===== src/rtl/fp_mant_seq_adder.sv =====
// ============================================================================
// Module   : fp_mant_seq_adder
// Brief    : Multi-cycle mantissa adder/subtractor. Processes CHUNK bits per
//            clock and keeps a registered carry between slices. Uses
//            valid/ready handshakes on the input and output sides.
//            Optional macro FP_MANT_LZC_EN adds a registered leading-zero
//            count of the result.
// Revision : 1.0 - initial release
// ============================================================================
`default_nettype none

module fp_mant_seq_adder #(
    parameter int WIDTH = 24,
    parameter int CHUNK = 8
) (
    input  logic             clk,
    input  logic             rst_n,
    input  logic             in_valid,
    output logic             in_ready,
    input  logic [WIDTH-1:0] a,
    input  logic [WIDTH-1:0] b,
    input  logic             sub,
    output logic             out_valid,
    input  logic             out_ready,
    output logic [WIDTH-1:0] sum,
    output logic             carry
`ifdef FP_MANT_LZC_EN
    ,
    output logic [$clog2(WIDTH+1)-1:0] lzc
`endif
);

    localparam int NSLICE = WIDTH / CHUNK;
    localparam int IDXW   = (NSLICE > 1) ? $clog2(NSLICE) : 1;

    generate
        if ((WIDTH % CHUNK) != 0 || CHUNK < 1 || CHUNK > WIDTH) begin : g_param_check
            $error("fp_mant_seq_adder: WIDTH must be a multiple of CHUNK and 1 <= CHUNK <= WIDTH");
        end
    endgenerate

    typedef enum logic [1:0] {
        IDLE = 2'd0,
        RUN  = 2'd1,
        DONE = 2'd2
    } state_t;

    state_t            r_state;
    state_t            w_state_next;

    logic [WIDTH-1:0]  r_opa;
    logic [WIDTH-1:0]  r_opb;
    logic              r_cy;
    logic [IDXW-1:0]   r_idx;
    logic [WIDTH-1:0]  r_sum;
    logic              r_carry;

    logic [CHUNK-1:0]  w_sa;
    logic [CHUNK-1:0]  w_sb;
    logic [CHUNK:0]    w_slice;
    logic [WIDTH-1:0]  w_sum_next;
    logic              w_last;
    logic              w_accept;
    logic              w_release;

    // ------------------------------------------------------------------
    // Slice datapath: select the current operand slice and splice the
    // partial sum into the result word.
    // ------------------------------------------------------------------
    always_comb begin
        w_sa       = '0;
        w_sb       = '0;
        w_sum_next = r_sum;
        for (int s = 0; s < NSLICE; s++) begin
            if (r_idx == IDXW'(s)) begin
                w_sa = r_opa[s*CHUNK +: CHUNK];
                w_sb = r_opb[s*CHUNK +: CHUNK];
            end
        end
        w_slice = {1'b0, w_sa} + {1'b0, w_sb} + {{CHUNK{1'b0}}, r_cy};
        for (int s = 0; s < NSLICE; s++) begin
            if (r_idx == IDXW'(s)) begin
                w_sum_next[s*CHUNK +: CHUNK] = w_slice[CHUNK-1:0];
            end
        end
    end

    assign w_last    = (r_idx == IDXW'(NSLICE - 1));
    assign w_accept  = in_valid && in_ready;
    assign w_release = out_valid && out_ready;

    // ------------------------------------------------------------------
    // Control FSM
    // ------------------------------------------------------------------
    always_ff @(posedge clk or negedge rst_n) begin
        if (!rst_n) begin
            r_state <= IDLE;
        end else begin
            r_state <= w_state_next;
        end
    end

    always_comb begin
        w_state_next = r_state;
        in_ready     = 1'b0;
        out_valid    = 1'b0;
        case (r_state)
            IDLE: begin
                in_ready = 1'b1;
                if (in_valid) begin
                    w_state_next = RUN;
                end
            end
            RUN: begin
                if (w_last) begin
                    w_state_next = DONE;
                end
            end
            DONE: begin
                out_valid = 1'b1;
                if (out_ready) begin
                    w_state_next = IDLE;
                end
            end
            default: begin
                w_state_next = IDLE;
            end
        endcase
    end

    // ------------------------------------------------------------------
    // Operand capture and slice sequencing
    // ------------------------------------------------------------------
    always_ff @(posedge clk or negedge rst_n) begin
        if (!rst_n) begin
            r_opa   <= '0;
            r_opb   <= '0;
            r_cy    <= 1'b0;
            r_idx   <= '0;
            r_sum   <= '0;
            r_carry <= 1'b0;
        end else begin
            if (w_accept) begin
                r_opa <= a;
                // Subtraction is a + ~b + 1: the +1 enters as the initial carry.
                r_opb <= sub ? ~b : b;
                r_cy  <= sub;
                r_idx <= '0;
            end else if (r_state == RUN) begin
                r_sum <= w_sum_next;
                r_cy  <= w_slice[CHUNK];
                r_idx <= w_last ? '0 : r_idx + IDXW'(1);
                if (w_last) begin
                    r_carry <= w_slice[CHUNK];
                end
            end
        end
    end

    assign sum   = r_sum;
    assign carry = r_carry;

`ifdef FP_MANT_LZC_EN
    localparam int LZW = $clog2(WIDTH + 1);

    logic [LZW-1:0] w_lzc;
    logic           w_found;
    logic [LZW-1:0] r_lzc;

    // Counted on the final spliced sum so the result is ready with out_valid.
    always_comb begin
        w_lzc   = LZW'(WIDTH);
        w_found = 1'b0;
        for (int i = WIDTH - 1; i >= 0; i--) begin
            if (!w_found && w_sum_next[i]) begin
                w_lzc   = LZW'(WIDTH - 1 - i);
                w_found = 1'b1;
            end
        end
    end

    always_ff @(posedge clk or negedge rst_n) begin
        if (!rst_n) begin
            r_lzc <= '0;
        end else if (r_state == RUN && w_last) begin
            r_lzc <= w_lzc;
        end
    end

    assign lzc = r_lzc;
`endif

endmodule

`default_nettype wire


===== config.mk =====
export PLATFORM = sky130hd
export DESIGN_NAME = fp_mant_seq_adder
export DESIGN_NICKNAME = d
export VERILOG_FILES = /design/src/rtl/fp_mant_seq_adder.sv
export SDC_FILE = /design/constraint.sdc
export NUM_CORES = 1
export LEC_CHECK = 0
export CAP_MARGIN = 25
export CORE_UTILIZATION = 41
export CTS_CLUSTER_DIAMETER = 150
export CTS_CLUSTER_SIZE = 8
export DETAILED_ROUTE_END_ITERATION = 12
export GPL_ROUTABILITY_DRIVEN = 0
export PLACE_DENSITY = 0.65
export SETUP_SLACK_MARGIN = 0.3
export SYNTH_ARGS = -nofsm -noshare
export SYNTH_HDL_FRONTEND = slang
export SYNTH_SLANG_ARGS = --single-unit

===== constraint.sdc =====
create_clock -name clk -period 3.8 [get_ports clk]
set_input_delay 0.76 -clock clk [delete_from_list [all_inputs] [get_ports clk]]
set_output_delay 0.76 -clock clk [all_outputs]
set_load 0.02 [all_outputs]

### After elaboration in Yosys (flattened, before gate mapping)

Index checks and enable logic that the tools add are counted.

| word-level totals | value |
|---|---|
| input bits | 53 |
| output and inout port bits | 27 |
| bits in registers | 78 |

| operators by class | value |
|---|---|
| equality and inequality tests | 7 |
| mux-type cells | 18 |
| add/subtract/negate cells | 3 |
| reduce and logical (&&, ||, !) cells | 8 |
| bitwise logic cells | 2 |

Operator list:

| kind | count |
|---|---|
| two-way mux 8 bit | 6 |
| two-way mux 24 bit | 1 |
| inverter 24 bit | 1 |
| two-way mux 2 bit | 6 |
| AND reduction 3 bit | 4 |
| adder 8 x 8 -> 9 bit | 1 |
| adder 9 x 1 -> 9 bit | 1 |
| != test 2 bit (second input constant) | 3 |
| one-hot mux 2 bit (3 select lines) | 1 |
| == test 2 x 1 -> 1 bit (second input constant) | 2 |
| == test 2 bit (second input constant) | 2 |
| zero test 2 bit | 2 |
| two-way mux 1 bit | 4 |
| adder 2 x 1 -> 2 bit (second input constant) | 1 |
| nonzero test 2 bit | 1 |
| logical AND 1 bit | 1 |
| inverter 1 bit | 1 |

### Depth between registers and ports, before layout

| depth | value |
|---|---|
| word-level depth | 8 |
| depth in mapped cells | 11 |
| depth with buffers taken out | 9 |

### Worst setup path before layout

OpenSTA, ideal clock, no wires.

| timing | value |
|---|---|
| path kind | register to register |
| start point | reg r_idx[1] |
| end point | reg r_sum[14] (netlist: sum[14]) |
| setup slack | 1.028 ns |
| arrival | 2.634 ns |
| setup time | 0.138 ns |
| stages on the path, launching flop included | 11 |
| path buffers | 2 |
| path through | dfrtp_1 > buf_2 > nor2_1 > buf_2 > a21oi_1 > fa_1 > fa_1 > nor2b_4 > o2111a_1 > o31a_1 > o31ai_1 |

| between the ends | value |
|---|---|
| word-level cells in the longest chain between the ends | 6 |
| elaborated cells between the ends (all ways) | 12 |

Ends and longest elaborated chain:

| element | line | source |
|---|---|---|
| from (decl) | 54 | `logic [IDXW-1:0] r_idx;` |
| from (signal assigned) | 152 | `r_idx <= w_last ? '0 : r_idx + IDXW'(1);` |
| zero test 2 bit | 75 | `if (r_idx == IDXW'(s)) begin` |
| two-way mux 8 bit (3 in a row) | 75 |  |
| adder 8 x 8 -> 9 bit | 80 | `w_slice = {1'b0, w_sa} + {1'b0, w_sb} + {{CHUNK{1'b0}}, r_cy};` |
| adder 9 x 1 -> 9 bit | 80 |  |
| to (signal assigned) | 150 | `r_sum <= w_sum_next;` |
| to (decl) | 55 | `logic [WIDTH-1:0] r_sum;` |

Parallel ways exist; a longest one is shown, timed or not.
A chain may end at the register's enable or synchronous reset.

### Final worst setup path

| timing | value |
|---|---|
| start point | reg r_idx[0] |
| end point | reg r_sum[6] (netlist: sum[6]) |

| between the ends | value |
|---|---|
| word-level cells in the longest chain between the ends | 6 |
| elaborated cells between the ends (all ways) | 12 |

Ends and longest elaborated chain:

| element | line |
|---|---|
| zero test 2 bit | 75, 82 |
| two-way mux 8 bit (3 in a row) | 75 |
| adder 8 x 8 -> 9 bit | 80 |
| adder 9 x 1 -> 9 bit | 80 |

Parallel ways exist; a longest one is shown, timed or not.

==> reports/metrics.csv <==
stage,metric,value,unit
status,status,finished with violations,
status,violations,design-rule violations,
logic_synthesis,synthSimpleGateAreaFrac,10.1,%
final_layout,fin_nets,493,
critical_path,crit_required,4000,ps
clock_tree,clk_pin_slew_worst_paths,80,ps
route,drt_iter0_drc,128,
critical_path,r2r_end,sum[6],
clock_tree,post_cts_resized,0,
critical_path,start_kind,flip-flop,
timing,period_minus_slack,3210,ps
logic_synthesis,synth-edff-count,0,
final_layout,fillers,777,
logic_synthesis,async_reset_ff_share,100,%
critical_path,reg2reg_depth,9,
logic_synthesis,synth_compound_area_share,14.1,%
critical_path,r2r_slack,590,ps
route,route.detailed.drc,6,
critical_path,crit_top_cell,fa_1,
clock_tree,clock_sinks,78,
logic_synthesis,synth_ff_type,dfrtp_1,
route,wl_per_cell,14.7,um
global_routing,grt_pass1_vias,2726,
route,drt-total-wl,7990,um
critical_path,slowest_stage,nor2_1,
critical_path,critPathBufInv,1,
timing,slew_violations,0,
clock_tree,post_cts_buffers,0,
critical_path,path_cells,inv_2 > nor2_1 > a21oi_1 > fa_1 > fa_1 > nor2b_4 > o2111a_1 > o31a_1 > o31ai_1,
timing,tightest_slew,1030,ps
final_layout,antenna-diode-count,0,
logic_synthesis,yosysMostFrequentCell,dfrtp_1,
floorplan,boundaryPins,80,
power_and_ir_drop,power_density,1000,nW/um^2
clock_tree,clk_latency,350,ps
floorplan,start_util,42.9,%
clock_tree,cts_buffer_depth,2,
logic_synthesis,yosysTopAreaCell,dfrtp_1,
logic_synthesis,synth_cell_type_count,39,
logic_synthesis,synthMuxAreaShare,11.4,%
power_and_ir_drop,leakagePower,2.07,nW
timing,fin_crit_sh,84.5,%
logic_synthesis,synth_top_family_by_area,compound AO/OA/AOI/OAI gates,
final_layout,multi_input_area,1700,um^2
job,cap_violations,0,
placed_design,port_buffers,79,
timing,skew,10.9,ps
placed_design,dpl.hpwl,5790,um
logic_synthesis,synthAdderAreaFrac,3.38,%
clock_tree,cts_hold_buf,0,
logic_synthesis,synthTopCellsByArea,"dfrtp_1 52%, mux2_1 7.1%, xnor2_1 5.6%",
floorplan,rows,34,
logic_synthesis,ys_ff_latch,78,
critical_path,worstPathArrival,3420,ps
final_layout,regArea,1950,um^2
global_routing,overflow,0,
logic_synthesis,synth_warnings,0,
critical_path,critical_path_class,flip-flop to flip-flop,
logic_synthesis,syn_area_per_cell,10.6,um^2
critical_path,critical_path.top_delay_family,adder cells,
global_routing,track_usage,18.2,%
route,via_per_inst,5.10,
clock_tree,cts_tree,yes,
timing,finalSetupViolations,0,
floorplan,die_x,98.0,um
clock_tree,clock-root-buffer,clkbuf_8,
logic_synthesis,ys_top_cells_by_count,"78 x dfrtp_1, 41 x nand2_1, 31 x nor2_1, 30 x a21oi_1",
logic_synthesis,synth_xor_area_share,5.79,%
floorplan,core,8810,um^2
hold_path,hold_class,primary input to async pin,
critical_path,crit_fanout,16,
route,detail-route-antenna-nets,0,
logic_synthesis,syn_inst,357,
final_layout,syn2layout_area_growth,30.5,%
final_layout,postLayoutCoreUtil,56.0,%
critical_path,r2r_start,r_idx[0],
timing,fmax,311,MHz
clock_tree,cts_inserted_buffers,9,
global_routing,grt_pass1_wl,13600,um
floorplan,die_h,98.0,um
logic_synthesis,syn_area,3780,um^2
critical_path,critPathCaptureType,flip-flop,
route,first_pass_iters,9,
timing,slew_headroom,30.9,%
logic_synthesis,synth_top_area_share,51.6,%
route,vias,2772,
logic_synthesis,synth-seq-area-share,51.6,%
global_routing,antenna_found_initial,0,
timing,fin_setup_tns,0,ps
clock_tree,htree_num_levels,3,
power_and_ir_drop,vdd_ir_drop_max,0.340,mV
global_routing,grt_max_degree,79,
critical_path,cp_slowest_stage_delay,790,ps
timing,hold_violations,0,
final_layout,drive_gt1_share,5.96,%
logic_synthesis,syn_nets,419,
timing,rsz0062_at_grt,no,
floorplan,die_area,9610,um^2
[cells by family (layout without fill, tap and decap cells)]
family	after synthesis	after routing
xor gates and xnor gates	25	25
AOI/OAI and AO/OA	87	87
muxes	40	40
and+or+nand+nor	89	89
adders and majority gates	9	9
buffers and inverters	29	108
DFF	78	78
[state kept, by name (all words and copies together) (netlist names)]
register and count:
carry 1, r_cy 1, r_idx 2, r_opa 24, r_opb 24, r_state 2, sum 24
[cell type report]
| class | instances | share of cell area [%] |
|---|---|---|
| Clock buffer | 11 | 2.87 |
| Clock inverter | 5 | 2.61 |
| Inverter | 7 | 0.533 |
| Multi-Input combinational cell | 250 | 34.4 |
| Sequential cell | 78 | 39.6 |
| Tap cell | 108 | 2.74 |
| Timing Repair Buffer | 85 | 17.3 |
[through the flow]
step           hold WS, ps  setup WS (ps)  cells  power [mW]  instance area (um^2)
2_1_floorplan          457           1030    357        3.32                  3780
3_3_place_gp           460            693    527        4.06                  4630
3_5_place_dp           467            613    527        4.13                  4630
4_1_cts                485            598    543        4.96                  4900
5_1_grt                197            408    544        5.35                  4930
6_report               211            587    544        4.93                  4930
[worst max path at each step]
stage | from | to | depth (start not counted)
4_1_cts | r_idx[0] | sum[6] | 9
6_report | r_idx[0] | sum[6] | 9
5_1_grt | r_idx[0] | sum[22] | 9
3_5_place_dp | r_idx[0] | sum[6] | 9
2_1_floorplan | r_idx[1] | sum[14] | 10
3_3_place_gp | r_idx[0] | sum[6] | 9
[cells in the final DEF, fill, tap and decap left out, types with 2 or more instances in the layout]
cell type and n:
o21ai_1 13, nor2_1 31, o31a_1 2, inv_1 5, o21a_1 4, nand3_1 2, fa_1 2, clkdlybuf4s50_1 78
or3_1 2, nor2b_1 2, clkbuf_8 10, mux2i_1 16, ha_1 7, nand2b_1 2, bufinv_16 4, o21ai_0 11
buf_4 6, mux2_1 24, nor3_1 4, nand2_1 41, dfrtp_1 78, inv_2 2, xnor2_1 24, a21o_1 2
a21oi_1 30, o41a_1 2, o31ai_1 16
[power by group]
part | internal (mW) | leakage (nW) | switching (mW)
sequential | 1.25 | 0.919 | 0.220
combinational | 1.14 | 1.01 | 1.50
clock | 0.524 | 0.134 | 0.301
[metal layers]
metal	share of wire [%]	vias to the layer above	track usage, %
met3	4.7	11	3.58
li1	-	1386	-
met2	46	77	28.3
met1	48	1298	25.1
met5	0	-	0
met4	1.8	0	7.11
Note: power is estimated with default switching activity, not from simulation.
